[src/rtl/fp_mul_pipe_hs_if.sv]
// Handshake and data bundle for the pipelined FP multiplier.
// The issuing side uses master and the multiplier uses slave.
interface fp_mul_pipe_hs_if #(
  parameter int EXP_W = 5,
  parameter int MAN_W = 10,
  parameter int TAG_W = 4
);
  localparam int W = 1 + EXP_W + MAN_W;

  logic             in_valid;
  logic             in_ready;
  logic [W-1:0]     a;
  logic [W-1:0]     b;
  logic             rm;
  logic [TAG_W-1:0] in_tag;
  logic             out_valid;
  logic             out_ready;
  logic [W-1:0]     result;
  logic [TAG_W-1:0] out_tag;
  logic             overflow;
  logic             underflow;
  logic             invalid;

  modport master (
    output in_valid, a, b, rm, in_tag, out_ready,
    input  in_ready, out_valid, result, out_tag, overflow, underflow, invalid
  );

  modport slave (
    input  in_valid, a, b, rm, in_tag, out_ready,
    output in_ready, out_valid, result, out_tag, overflow, underflow, invalid
  );
endinterface

[src/rtl/fp_mul_pipe_hs.sv]
// Three-stage IEEE-754-style multiplier with DAZ/FTZ, RNE/RTZ rounding and a
// global-stall valid/ready pipeline that carries a user tag with each operation.
module fp_mul_pipe_hs #(
  parameter int EXP_W = 5,
  parameter int MAN_W = 10,
  parameter int TAG_W = 4
) (
  input  logic              clk,
  input  logic              rst_n,
  fp_mul_pipe_hs_if.slave   bus
);
  localparam int W    = 1 + EXP_W + MAN_W;
  localparam int FW   = MAN_W + 1;
  localparam int PW   = 2 * FW;
  localparam int XW   = EXP_W + 2;
  localparam int BIAS = (1 << (EXP_W - 1)) - 1;
  localparam int EMAX = (1 << EXP_W) - 1;

  typedef enum logic [1:0] {K_NORM, K_ZERO, K_INF, K_NAN} kind_e;

  logic advance;
  logic v1_q, v2_q, v3_q;

  logic [EXP_W-1:0] ea, eb;
  logic [MAN_W-1:0] fa, fb;
  logic             a_nan, a_inf, a_zero, b_nan, b_inf, b_zero;
  kind_e            s1_kind_d, s1_kind_q;
  logic             s1_sign_d, s1_sign_q;
  logic [XW-1:0]    s1_exp_d, s1_exp_q;
  logic [FW-1:0]    s1_ma_q, s1_mb_q;
  logic             s1_rm_q;
  logic [TAG_W-1:0] s1_tag_q;

  kind_e            s2_kind_q;
  logic             s2_sign_q;
  logic [XW-1:0]    s2_exp_q;
  logic [PW-1:0]    s2_prod_d, s2_prod_q;
  logic             s2_rm_q;
  logic [TAG_W-1:0] s2_tag_q;

  logic             hi, guard, sticky, round_up;
  logic [MAN_W-1:0] mant_n;
  logic [MAN_W:0]   mant_r;
  logic [XW-1:0]    exp_n, exp_r;
  logic [W-1:0]     res_d, res_q;
  logic [TAG_W-1:0] tag_d, tag_q;
  logic             ovf_d, ovf_q, udf_d, udf_q, inv_d, inv_q;

  assign advance      = !v3_q || bus.out_ready;
  assign bus.in_ready = advance;

  // Classification; subnormal inputs count as zero.
  always_comb begin
    ea        = bus.a[W-2:MAN_W];
    eb        = bus.b[W-2:MAN_W];
    fa        = bus.a[MAN_W-1:0];
    fb        = bus.b[MAN_W-1:0];
    a_nan     = (&ea) && (|fa);
    a_inf     = (&ea) && !(|fa);
    a_zero    = !(|ea);
    b_nan     = (&eb) && (|fb);
    b_inf     = (&eb) && !(|fb);
    b_zero    = !(|eb);
    s1_sign_d = bus.a[W-1] ^ bus.b[W-1];
    s1_exp_d  = XW'(ea) + XW'(eb) - XW'(BIAS);
    s1_kind_d = K_NORM;
    if (a_nan || b_nan || (a_inf && b_zero) || (b_inf && a_zero))
      s1_kind_d = K_NAN;
    else if (a_inf || b_inf)
      s1_kind_d = K_INF;
    else if (a_zero || b_zero)
      s1_kind_d = K_ZERO;
  end

  assign s2_prod_d = PW'(s1_ma_q) * PW'(s1_mb_q);

  // Product lies in [1,4): at most a one-bit right shift normalises it.
  always_comb begin
    hi       = s2_prod_q[PW-1];
    mant_n   = hi ? s2_prod_q[PW-2 -: MAN_W] : s2_prod_q[PW-3 -: MAN_W];
    guard    = hi ? s2_prod_q[MAN_W] : s2_prod_q[MAN_W-1];
    sticky   = hi ? (|s2_prod_q[MAN_W-1:0]) : (|s2_prod_q[MAN_W-2:0]);
    exp_n    = s2_exp_q + XW'(hi);
    round_up = !s2_rm_q && guard && (sticky || mant_n[0]);
    mant_r   = {1'b0, mant_n} + (MAN_W+1)'(round_up);
    exp_r    = exp_n + XW'(mant_r[MAN_W]);
    res_d    = '0;
    tag_d    = '0;
    ovf_d    = 1'b0;
    udf_d    = 1'b0;
    inv_d    = 1'b0;
    if (v2_q) begin
      tag_d = s2_tag_q;
      case (s2_kind_q)
        K_NAN: begin
          res_d = {1'b0, {EXP_W{1'b1}}, 1'b1, {(MAN_W-1){1'b0}}};
          inv_d = 1'b1;
        end
        K_INF:  res_d = {s2_sign_q, {EXP_W{1'b1}}, {MAN_W{1'b0}}};
        K_ZERO: res_d = {s2_sign_q, {(W-1){1'b0}}};
        default: begin
          if (!exp_r[XW-1] && (exp_r >= XW'(EMAX))) begin
            ovf_d = 1'b1;
            res_d = s2_rm_q ? {s2_sign_q, EXP_W'(EMAX - 1), {MAN_W{1'b1}}}
                            : {s2_sign_q, {EXP_W{1'b1}}, {MAN_W{1'b0}}};
          end else if (exp_r[XW-1] || (exp_r == '0)) begin
            udf_d = 1'b1;
            res_d = {s2_sign_q, {(W-1){1'b0}}};
          end else begin
            res_d = {s2_sign_q, exp_r[EXP_W-1:0], mant_r[MAN_W-1:0]};
          end
        end
      endcase
    end
  end

  always_ff @(posedge clk) begin
    if (!rst_n) begin
      v1_q      <= 1'b0;
      v2_q      <= 1'b0;
      v3_q      <= 1'b0;
      s1_kind_q <= K_NORM;
      s1_sign_q <= 1'b0;
      s1_exp_q  <= '0;
      s1_ma_q   <= '0;
      s1_mb_q   <= '0;
      s1_rm_q   <= 1'b0;
      s1_tag_q  <= '0;
      s2_kind_q <= K_NORM;
      s2_sign_q <= 1'b0;
      s2_exp_q  <= '0;
      s2_prod_q <= '0;
      s2_rm_q   <= 1'b0;
      s2_tag_q  <= '0;
      res_q     <= '0;
      tag_q     <= '0;
      ovf_q     <= 1'b0;
      udf_q     <= 1'b0;
      inv_q     <= 1'b0;
    end else if (advance) begin
      v1_q      <= bus.in_valid;
      v2_q      <= v1_q;
      v3_q      <= v2_q;
      s1_kind_q <= s1_kind_d;
      s1_sign_q <= s1_sign_d;
      s1_exp_q  <= s1_exp_d;
      s1_ma_q   <= {1'b1, fa};
      s1_mb_q   <= {1'b1, fb};
      s1_rm_q   <= bus.rm;
      s1_tag_q  <= bus.in_tag;
      s2_kind_q <= s1_kind_q;
      s2_sign_q <= s1_sign_q;
      s2_exp_q  <= s1_exp_q;
      s2_prod_q <= s2_prod_d;
      s2_rm_q   <= s1_rm_q;
      s2_tag_q  <= s1_tag_q;
      res_q     <= res_d;
      tag_q     <= tag_d;
      ovf_q     <= ovf_d;
      udf_q     <= udf_d;
      inv_q     <= inv_d;
    end
  end

  assign bus.out_valid = v3_q;
  assign bus.result    = res_q;
  assign bus.out_tag   = tag_q;
  assign bus.overflow  = ovf_q;
  assign bus.underflow = udf_q;
  assign bus.invalid   = inv_q;
endmodule

[src/flat_wrapper.sv]
// flat-port wrapper written by rule: the top's interface ports become plain ports
module fp_mul_pipe_hs_flat 
#(
  parameter int EXP_W = 5,
  parameter int MAN_W = 10,
  parameter int TAG_W = 4
)
  (clk, rst_n, bus_in_valid, bus_a, bus_b, bus_rm, bus_in_tag, bus_out_ready, bus_in_ready, bus_out_valid, bus_result, bus_out_tag, bus_overflow, bus_underflow, bus_invalid);
  fp_mul_pipe_hs_if #(.EXP_W(EXP_W), .MAN_W(MAN_W), .TAG_W(TAG_W)) bus_i ();
  input  logic clk;
  input  logic rst_n;
  input wire logic [$bits(bus_i.in_valid)-1:0] bus_in_valid;
  input wire logic [$bits(bus_i.a)-1:0] bus_a;
  input wire logic [$bits(bus_i.b)-1:0] bus_b;
  input wire logic [$bits(bus_i.rm)-1:0] bus_rm;
  input wire logic [$bits(bus_i.in_tag)-1:0] bus_in_tag;
  input wire logic [$bits(bus_i.out_ready)-1:0] bus_out_ready;
  output wire logic [$bits(bus_i.in_ready)-1:0] bus_in_ready;
  output wire logic [$bits(bus_i.out_valid)-1:0] bus_out_valid;
  output wire logic [$bits(bus_i.result)-1:0] bus_result;
  output wire logic [$bits(bus_i.out_tag)-1:0] bus_out_tag;
  output wire logic [$bits(bus_i.overflow)-1:0] bus_overflow;
  output wire logic [$bits(bus_i.underflow)-1:0] bus_underflow;
  output wire logic [$bits(bus_i.invalid)-1:0] bus_invalid;
  assign bus_i.in_valid = bus_in_valid;
  assign bus_i.a = bus_a;
  assign bus_i.b = bus_b;
  assign bus_i.rm = bus_rm;
  assign bus_i.in_tag = bus_in_tag;
  assign bus_i.out_ready = bus_out_ready;
  assign bus_in_ready = bus_i.in_ready;
  assign bus_out_valid = bus_i.out_valid;
  assign bus_result = bus_i.result;
  assign bus_out_tag = bus_i.out_tag;
  assign bus_overflow = bus_i.overflow;
  assign bus_underflow = bus_i.underflow;
  assign bus_invalid = bus_i.invalid;
  fp_mul_pipe_hs #(.EXP_W(EXP_W), .MAN_W(MAN_W), .TAG_W(TAG_W)) u_core (.clk(clk), .rst_n(rst_n), .bus(bus_i));
endmodule
[config.mk]
export PLATFORM = sky130hd
export DESIGN_NAME = fp_mul_pipe_hs_flat
export DESIGN_NICKNAME = d
export VERILOG_FILES = /design/src/rtl/fp_mul_pipe_hs_if.sv /design/src/rtl/fp_mul_pipe_hs.sv /design/src/flat_wrapper.sv
export SDC_FILE = /design/constraint.sdc
export NUM_CORES = 1
export LEC_CHECK = 0
export ABC_AREA = 1
export ABC_CLOCK_PERIOD_IN_PS = 8300
export BUFFER_PORTS_ARGS = -buffer_cell sky130_fd_sc_hd__buf_2
export CAP_MARGIN = 20
export CELL_PAD_IN_SITES_DETAIL_PLACEMENT = 0
export CELL_PAD_IN_SITES_GLOBAL_PLACEMENT = 1
export CORE_MARGIN = 1
export CORE_UTILIZATION = 46
export CTS_CLUSTER_SIZE = 16
export DETAILED_ROUTE_END_ITERATION = 10
export PLACE_DENSITY_LB_ADDON = 0.1
export SYNTH_ARGS = -nofsm -noshare
export SYNTH_HDL_FRONTEND = slang
export SYNTH_SLANG_ARGS = --single-unit
[constraint.sdc]
create_clock -name clk -period 8.3 [get_ports clk]
set_clock_uncertainty 0.15 [all_clocks]
set_input_delay 0.415 -clock clk [delete_from_list [all_inputs] [get_ports clk]]
set_output_delay 0.415 -clock clk [all_outputs]
set_load 0.01 [all_outputs]
==> impl_metrics.tcl, run 1 <==
set metrics [dict create \
    tns_ns 0 \
    grt_use_met2_pct 36.84 \
    setup-violations-final 0 \
    area_growth_pct 8.435 \
    initial_utilization_pct 47.42 \
    synth_top_area_share_pct 22.12 \
    critPathKind "register to register" \
    first_iter_violations 399 \
    cts_resized 0 \
    wl_per_cell_um 13.47 \
    io_buffers 65 \
    grt_util_met1_pct 32.34 \
    vdd_drop_max_mv 0.09724 \
    synth_edf_count 0 \
    syn_area_per_cell_um2 7.027 \
    syn_nets 1466 \
    overflow 0 \
    first_global_vias 7538 \
    cts_setup_buffers 0 \
    synthTopCellsByCount "nand2_1 (291), inv_1 (257), nor2_1 (114), dfxtp_1 (99)" \
    period_needed_ns 5.383 \
    combPwrFrac_pct 34.9 \
    cts-buffers-inserted 9 \
    final_area_um2 9716 \
    clk_pin_slew_ns 0.08 \
    synth_seq_cells 99 \
    synthCells 1275 \
    hold_path_class "primary input to register" \
    total_leakage_power_nw 5.363 \
    grt_max_degree 87 \
    final-hold-violation-count 0 \
    die_h_um 141.6 \
    ys_types 40 \
    gr-max-usage-layer "met2" \
    core_area_um2 18890 \
    insertion_delay_ns 0.36 \
    drt_wl_total_um 21080 \
    arrival_ns 5.49 \
    die-area_um2 20040 \
    multi_input_comb_area_um2 5743 \
    vias 7526 \
    final_max_slew_viol_count 0 \
    period_share_pct 64.86 \
    yosys_most_used_dff "dfxtp_1" \
    synth.area.top_cells "dfxtp_1 (22%), fa_1 (18%), nand2_1 (12%), inv_1 (11%), ha_1 (9.5%)" \
    fmax_mhz 185.8 \
    die_width_um 141.6 \
    nFillCells 2008 \
    grt_setup_unrepaired "false" \
    drt_pass1_iterations 4 \
    htreeDepth 3 \
    num_antenna_cells 0 \
    seq_area_um2 1982 \
    gp_congestion 0.8168 \
    startpoint_type "register" \
    viasPerCell 4.809 \
    switching_power_w 0.0006135 \
    clockBufferDepth 2 \
    endpoint_kind "register" \
    internal_power_w 0.0009413 \
    powerDensity_nw_per_um2 160.0 \
    total_power_w 0.001555 \
    yosysTopAreaCell "dfxtp_1" \
    crit_fanout 22 \
    cp.required_ns 8.41 \
    grt_usage_pct 22.70 \
    ant_nets 0 \
    antenna_found_initial 0 \
    drcViolationCount 0 \
    async_flop_share_pct 0 \
    io_pins 66 \
    clock_sinks 99 \
    clockRootBuffer "clkbuf_16" \
    power_switching_share_pct 39.46 \
    p_clk_share_pct 27.8 \
    nets 1491 \
    grt_use_met3_pct 2.902 \
    slew_headroom_pct 39.69 \
    synthMostInstantiatedCell "nand2_1" \
    place_area_um2 9397 \
    yosys_warnings 0 \
    drive_gt1_share_pct 9.119 \
    num_rows 50 \
    maxCapViolations 0 \
    max_slew.worst_pin.slew_ns 0.9025 \
    hold_buffers 0 \
    tritoncts "built" \
    post-dp-hpwl_um 16410 \
    synth_area_um2 8960 \
    status "completed" \
    yosysSeqAreaShare_pct 22.12 \
    grt_pass1_wl_um 36230 \
    p_seq_share_pct 37.3 \
]
-- stage by stage --
| step | instances | util, % | hold WS (ns) | setup WS [ns] |
|---|---|---|---|---|
| final | 1565 | 51.42 | 0.1447 | 2.917 |
| after global routing | 1565 | 51.42 | 0.1712 | 2.488 |
| after CTS | 1565 | 51.42 | 0.1419 | 2.855 |
| after detailed placement | 1549 | 49.74 | 0.2880 | 2.884 |
| after global placement | 1549 | 49.74 | 0.2823 | 3.012 |
| after floorplan | 1275 | - | 0.2705 | 3.430 |
-- registers in the layout, indices dropped and copies added (netlist names), 4 cells and up --
signal and count:
u_core.s2_prod_q 22, u_core.bus.result 16, u_core.s1_mb_q 11, u_core.s1_ma_q 10, u_core.s1_exp_q 7, u_core.s2_exp_q 7, u_core.bus.out_tag 4, u_core.s1_tag_q 4
u_core.s2_tag_q 4
-- metal layers --
metal  part of all wire (%)  wire [um]  vias up
met5                      0          0        -
met4                   0.97        204        0
met3                    3.0        625       15
met2                     44       9236      107
met1                     52      11010     3466
li1                       -          -     3938
-- placed cells by master, fill, tap and decap left out, types with 4 or more instances in the layout --
cell / instances
nand2_1: 291
inv_1: 256
nor2_1: 114
dfxtp_1: 99
o21ai_0: 82
fa_1: 82
ha_1: 68
buf_2: 65
a21oi_1: 63
nand3_1: 57
o21ai_1: 10
o21bai_1: 10
nand2_2: 9
xnor2_1: 9
nand4_1: 9
clkbuf_16: 9
inv_2: 7
xor2_1: 7
nor3_1: 5
o211ai_1: 5
a21o_1: 4
a21oi_2: 4
clkinv_8: 4
-- critical path, stage by stage (launching register included) --
cell      delay [ns]
dfxtp_1         0.84
nand2_1         0.19
fa_1            0.55
fa_1            0.54
inv_1           0.06
fa_1            0.50
fa_1            0.54
inv_1           0.05
fa_1            0.52
inv_1           0.04
ha_1            0.34
a21o_1          0.21
a21boi_0        0.15
nand3_1         0.18
nand2_1         0.12
nand2_1         0.06
nand2_1         0.06
nand3_1         0.06
nand2_1         0.09
inv_1           0.04
-- worst paths after layout --
path,startpoint,to,slack [ns],cells past startpoint
max,u_core.s1_mb_q[10],u_core.s2_prod_q[17],2.92,19
min,bus_in_tag[2],u_core.s1_tag_q[2],0.14,3
max reg2reg,u_core.s1_mb_q[10],u_core.s2_prod_q[17],2.92,19
min reg2reg,u_core.s1_sign_q,u_core.s2_sign_q,0.30,2
-- power by group through the flow --
stage / Combinational, W / Clock, W / Sequential, W
finish: 0.000543 / 0.000433 / 0.000579
global route: 0.000633 / 0.000460 / 0.000587
CTS: 0.000550 / 0.000445 / 0.000579
detailed placement: 0.000544 / 0 / 0.000590
global placement: 0.000541 / 0 / 0.000589
floorplan: 0.000434 / 0 / 0.000555
-- kinds of logic (layout without fill, tap and decap cells) --
group                    count (synthesis)  in the layout  synth area share, %
AND/OR/NAND/NOR                        504            504                23.28
buffers and inverters                  320            350                13.84
AO/OA/AOI/OAI                          186            186                11.38
adder cells (fa/ha/maj)                150            150                27.82
flip-flops                              99             99                22.12
XOR/XNOR                                16             16                1.564
-- final cells by class --
cell class | instances | area share (%)
Clock buffer | 9 | 2.318
Clock inverter | 7 | 0.9659
Inverter | 266 | 10.28
Multi-Input combinational cell | 856 | 59.11
Sequential cell | 99 | 20.40
Tap cell | 260 | 3.348
Timing Repair Buffer | 68 | 3.580
Power figures use the tool's default switching activity.
==> run 2: changes to the inputs <==
--- a/config.mk
+++ b/config.mk
@@ -5,14 +5,14 @@
 export SDC_FILE = /design/constraint.sdc
 export NUM_CORES = 1
 export LEC_CHECK = 0
-export ABC_AREA = 1
-export ABC_CLOCK_PERIOD_IN_PS = 8300
+export ABC_AREA = 0
+export ABC_CLOCK_PERIOD_IN_PS = 4700
 export BUFFER_PORTS_ARGS = -buffer_cell sky130_fd_sc_hd__buf_2
 export CAP_MARGIN = 20
 export CELL_PAD_IN_SITES_DETAIL_PLACEMENT = 0
 export CELL_PAD_IN_SITES_GLOBAL_PLACEMENT = 1
 export CORE_MARGIN = 1
-export CORE_UTILIZATION = 46
+export CORE_UTILIZATION = 42
 export CTS_CLUSTER_SIZE = 16
 export DETAILED_ROUTE_END_ITERATION = 10
 export PLACE_DENSITY_LB_ADDON = 0.1
==> constraint.sdc (replaced) <==
create_clock -name clk -period 4.7 [get_ports clk]
set_clock_uncertainty 0.15 [all_clocks]
set_input_delay 0.235 -clock clk [delete_from_list [all_inputs] [get_ports clk]]
set_output_delay 0.235 -clock clk [all_outputs]
set_load 0.01 [all_outputs]
==> run 2 against run 1 <==
  * The run now ends with setup timing left
  * Sequential power up 72%
  * Sequential cell count unchanged
  * Worst hold slack worse by 0.13 ns
  * Register-to-register slack worse by 3.0 ns
  * Clock power up 71%
  * Synthesized cell count down 16%
  * Final cell count down 6.2%
==> impl_metrics.tcl, run 2 <==
set metrics [dict create \
    clockBufferDepth 2 \
    slew_headroom_pct 39.32 \
    viasPerCell 5.126 \
    fmax_mhz 207.9 \
    multi_input_comb_area_um2 6362 \
    wl_per_cell_um 15.28 \
    ant_nets 0 \
    final-hold-violation-count 0 \
    synth_area_um2 8592 \
    nets 1389 \
    drcViolationCount 0 \
    endpoint_kind "register" \
    clk_pin_slew_ns 0.08 \
    postLayoutSetupSlackWorst_ns -0.1106 \
    reg2reg_slack_ns -0.11 \
    arrival_ns 4.91 \
    gp_congestion 0.7959 \
    nFillCells 1919 \
    drive_gt1_share_pct 24.11 \
    die_h_um 145.0 \
    tritoncts "built" \
    yosys_most_used_dff "dfxtp_1" \
    yosysTopAreaCell "dfxtp_1" \
    drt_wl_total_um 22430 \
    num_antenna_cells 0 \
    tns_ns -0.4134 \
    grt_setup_unrepaired "true" \
    synthTopCellsByCount "nand2_1 (207), inv_1 (123), dfxtp_1 (99), a21oi_1 (95), fa_1 (82)" \
    yosysSeqAreaShare_pct 23.07 \
    period_needed_ns 4.811 \
    synthCells 1068 \
    htreeDepth 3 \
    total_leakage_power_nw 4.897 \
    final_cell_mix "nand2_1 (199), inv_1 (108), a21oi_1 (86)" \
    io_buffers 65 \
    synth_seq_cells 99 \
    synth_top_area_share_pct 23.07 \
    layout_commonest_cell "nand2_1" \
    syn_nets 1259 \
    post-dp-hpwl_um 16760 \
    r2r_cells 15 \
    violations "setup timing" \
    ys_types 66 \
    drt_pass1_iterations 7 \
    grt_max_degree 82 \
    clockRootBuffer "clkbuf_16" \
    cts-buffers-inserted 9 \
    max_slew.worst_pin.slew_ns 0.9102 \
    largest_register_ffs 22 \
    critPathKind "register to register" \
    hold_depth 3 \
    setup-violations-final 6 \
    grt_pass1_wl_um 38160 \
    powerDensity_nw_per_um2 261.3 \
    post-place-ws_ns -0.3986 \
    regMostFlops "u_core.s2_prod_q" \
    r2r_end "u_core.s2_prod_q[21]" \
    seq_area_um2 2032 \
    place_area_um2 9615 \
    min_from "bus_a[15]" \
    synthMostInstantiatedCell "nand2_1" \
    maxCapViolations 0 \
    synth.area.top_cells "dfxtp_1 (23%), fa_1 (19%), ha_1 (9.9%), nand2_1 (9.0%), a21oi_1 (5.5%)" \
    area_growth_pct 25.59 \
    overflow 0 \
    die-area_um2 21030 \
    reg2reg_from "u_core.s1_ma_q[6]" \
    die_width_um 145.0 \
    first_iter_violations 321 \
    period_share_pct 102.4 \
    worstHoldEndpoint "u_core.s1_sign_q" \
    total_power_w 0.002819 \
    initial_utilization_pct 43.43 \
    grt_usage_pct 22.44 \
    syn_area_per_cell_um2 8.045 \
    antenna_found_initial 0 \
    startpoint_type "register" \
    yosys_warnings 0 \
    async_flop_share_pct 0 \
    first_global_vias 7614 \
    clock_sinks 99 \
    final_area_um2 10790 \
    io_pins 66 \
    vdd_drop_max_mv 0.1982 \
    crit_fanout 6 \
    status "finished with violations" \
    synth_edf_count 0 \
    insertion_delay_ns 0.36 \
    hold_path_class "primary input to register" \
    vias 7525 \
    num_rows 51 \
    core_area_um2 19780 \
    final_max_slew_viol_count 0 \
    cp.required_ns 4.80 \
]
==> run 2: worst max-delay path by stage <==
stage                       from  slack, ns                   end  cells after the start
6_report       u_core.s1_ma_q[6]      -0.11  u_core.s2_prod_q[21]                     15
5_1_grt        u_core.s1_ma_q[6]      -0.33  u_core.s2_prod_q[19]                     16
4_1_cts        u_core.s1_ma_q[5]      -0.13  u_core.s2_prod_q[21]                     16
3_5_place_dp   u_core.s1_mb_q[2]      -0.40  u_core.s2_prod_q[21]                     16
3_3_place_gp   u_core.s1_mb_q[2]      -0.34  u_core.s2_prod_q[20]                     17
2_1_floorplan  u_core.s1_ma_q[5]      -0.18  u_core.s2_prod_q[21]                     17
==> run 2: cell families (layout without fill, tap and decap cells) <==
kind of cell	Yosys count	after routing	share of synthesized area (%)
AOI/OAI and AO/OA	191	191	14.18
xor gates and xnor gates	23	23	2.345
adders and majority gates	150	150	29.01
buffers and inverters	188	323	8.402
DFF	99	99	23.07
muxes	5	5	0.6116
and+or+nand+nor	412	412	22.38
==> run 2: repair_timing <==
action                                 4_1_cts  5_1_grt
endpoints found under the hold margin       26        0
hold buffers                                26        0
setup buffers                                7        7
pin swaps                                   39       59
setup endpoints to repair                   13       14
resized for setup                           65       73
==> run 2: metal layers <==
metal,vias up,track usage (%),wire (um)
met5,-,0,0
li1,3761,-,-
met1,3648,31.51,11210
met4,0,5.479,280
met2,98,36.30,10460
met3,18,3.019,477
==> run 2: cell type report <==
| cell class | count | area share, % |
|---|---|---|
| tap | 265 | 3.073 |
| clock buffer | 10 | 2.122 |
| multi-input combinational | 781 | 58.96 |
| sequential | 99 | 18.83 |
| timing repair buffer | 182 | 12.15 |
| clock inverter | 6 | 0.5102 |
| inverter | 125 | 4.348 |
==> run 2: where the power goes <==
group / internal (W) / total (W) / switching [W] / leakage, nW
logic: 0.000518 / 0.00108 / 0.000564 / 3.94
clock network: 0.000371 / 0.000742 / 0.000371 / 0.140
registers: 0.000906 / 0.000996 / 0.0000894 / 0.822
==> run 2: critical path: stages (launching register included) <==
cell and delay, ns:
dfxtp_4 0.38, buf_4 0.13, nand2_1 0.07, fa_1 0.50, fa_2 0.43, fa_1 0.57
fa_1 0.43, fa_1 0.51, inv_2 0.05, ha_4 0.23, a21o_1 0.16, or3_4 0.33
o211ai_1 0.21, nand2_2 0.10, and3_4 0.19, a2111oi_4 0.26
==> run 2: metrics by stage <==
step | std cells | util (%) | hold WS, ns
2_1_floorplan | 1068 | - | 0.2179
3_3_place_gp | 1413 | 48.61 | 0.2839
3_5_place_dp | 1413 | 48.61 | 0.2913
4_1_cts | 1462 | 53.00 | 0.01236
5_1_grt | 1468 | 54.55 | 0.01130
6_report | 1468 | 54.55 | 0.01725
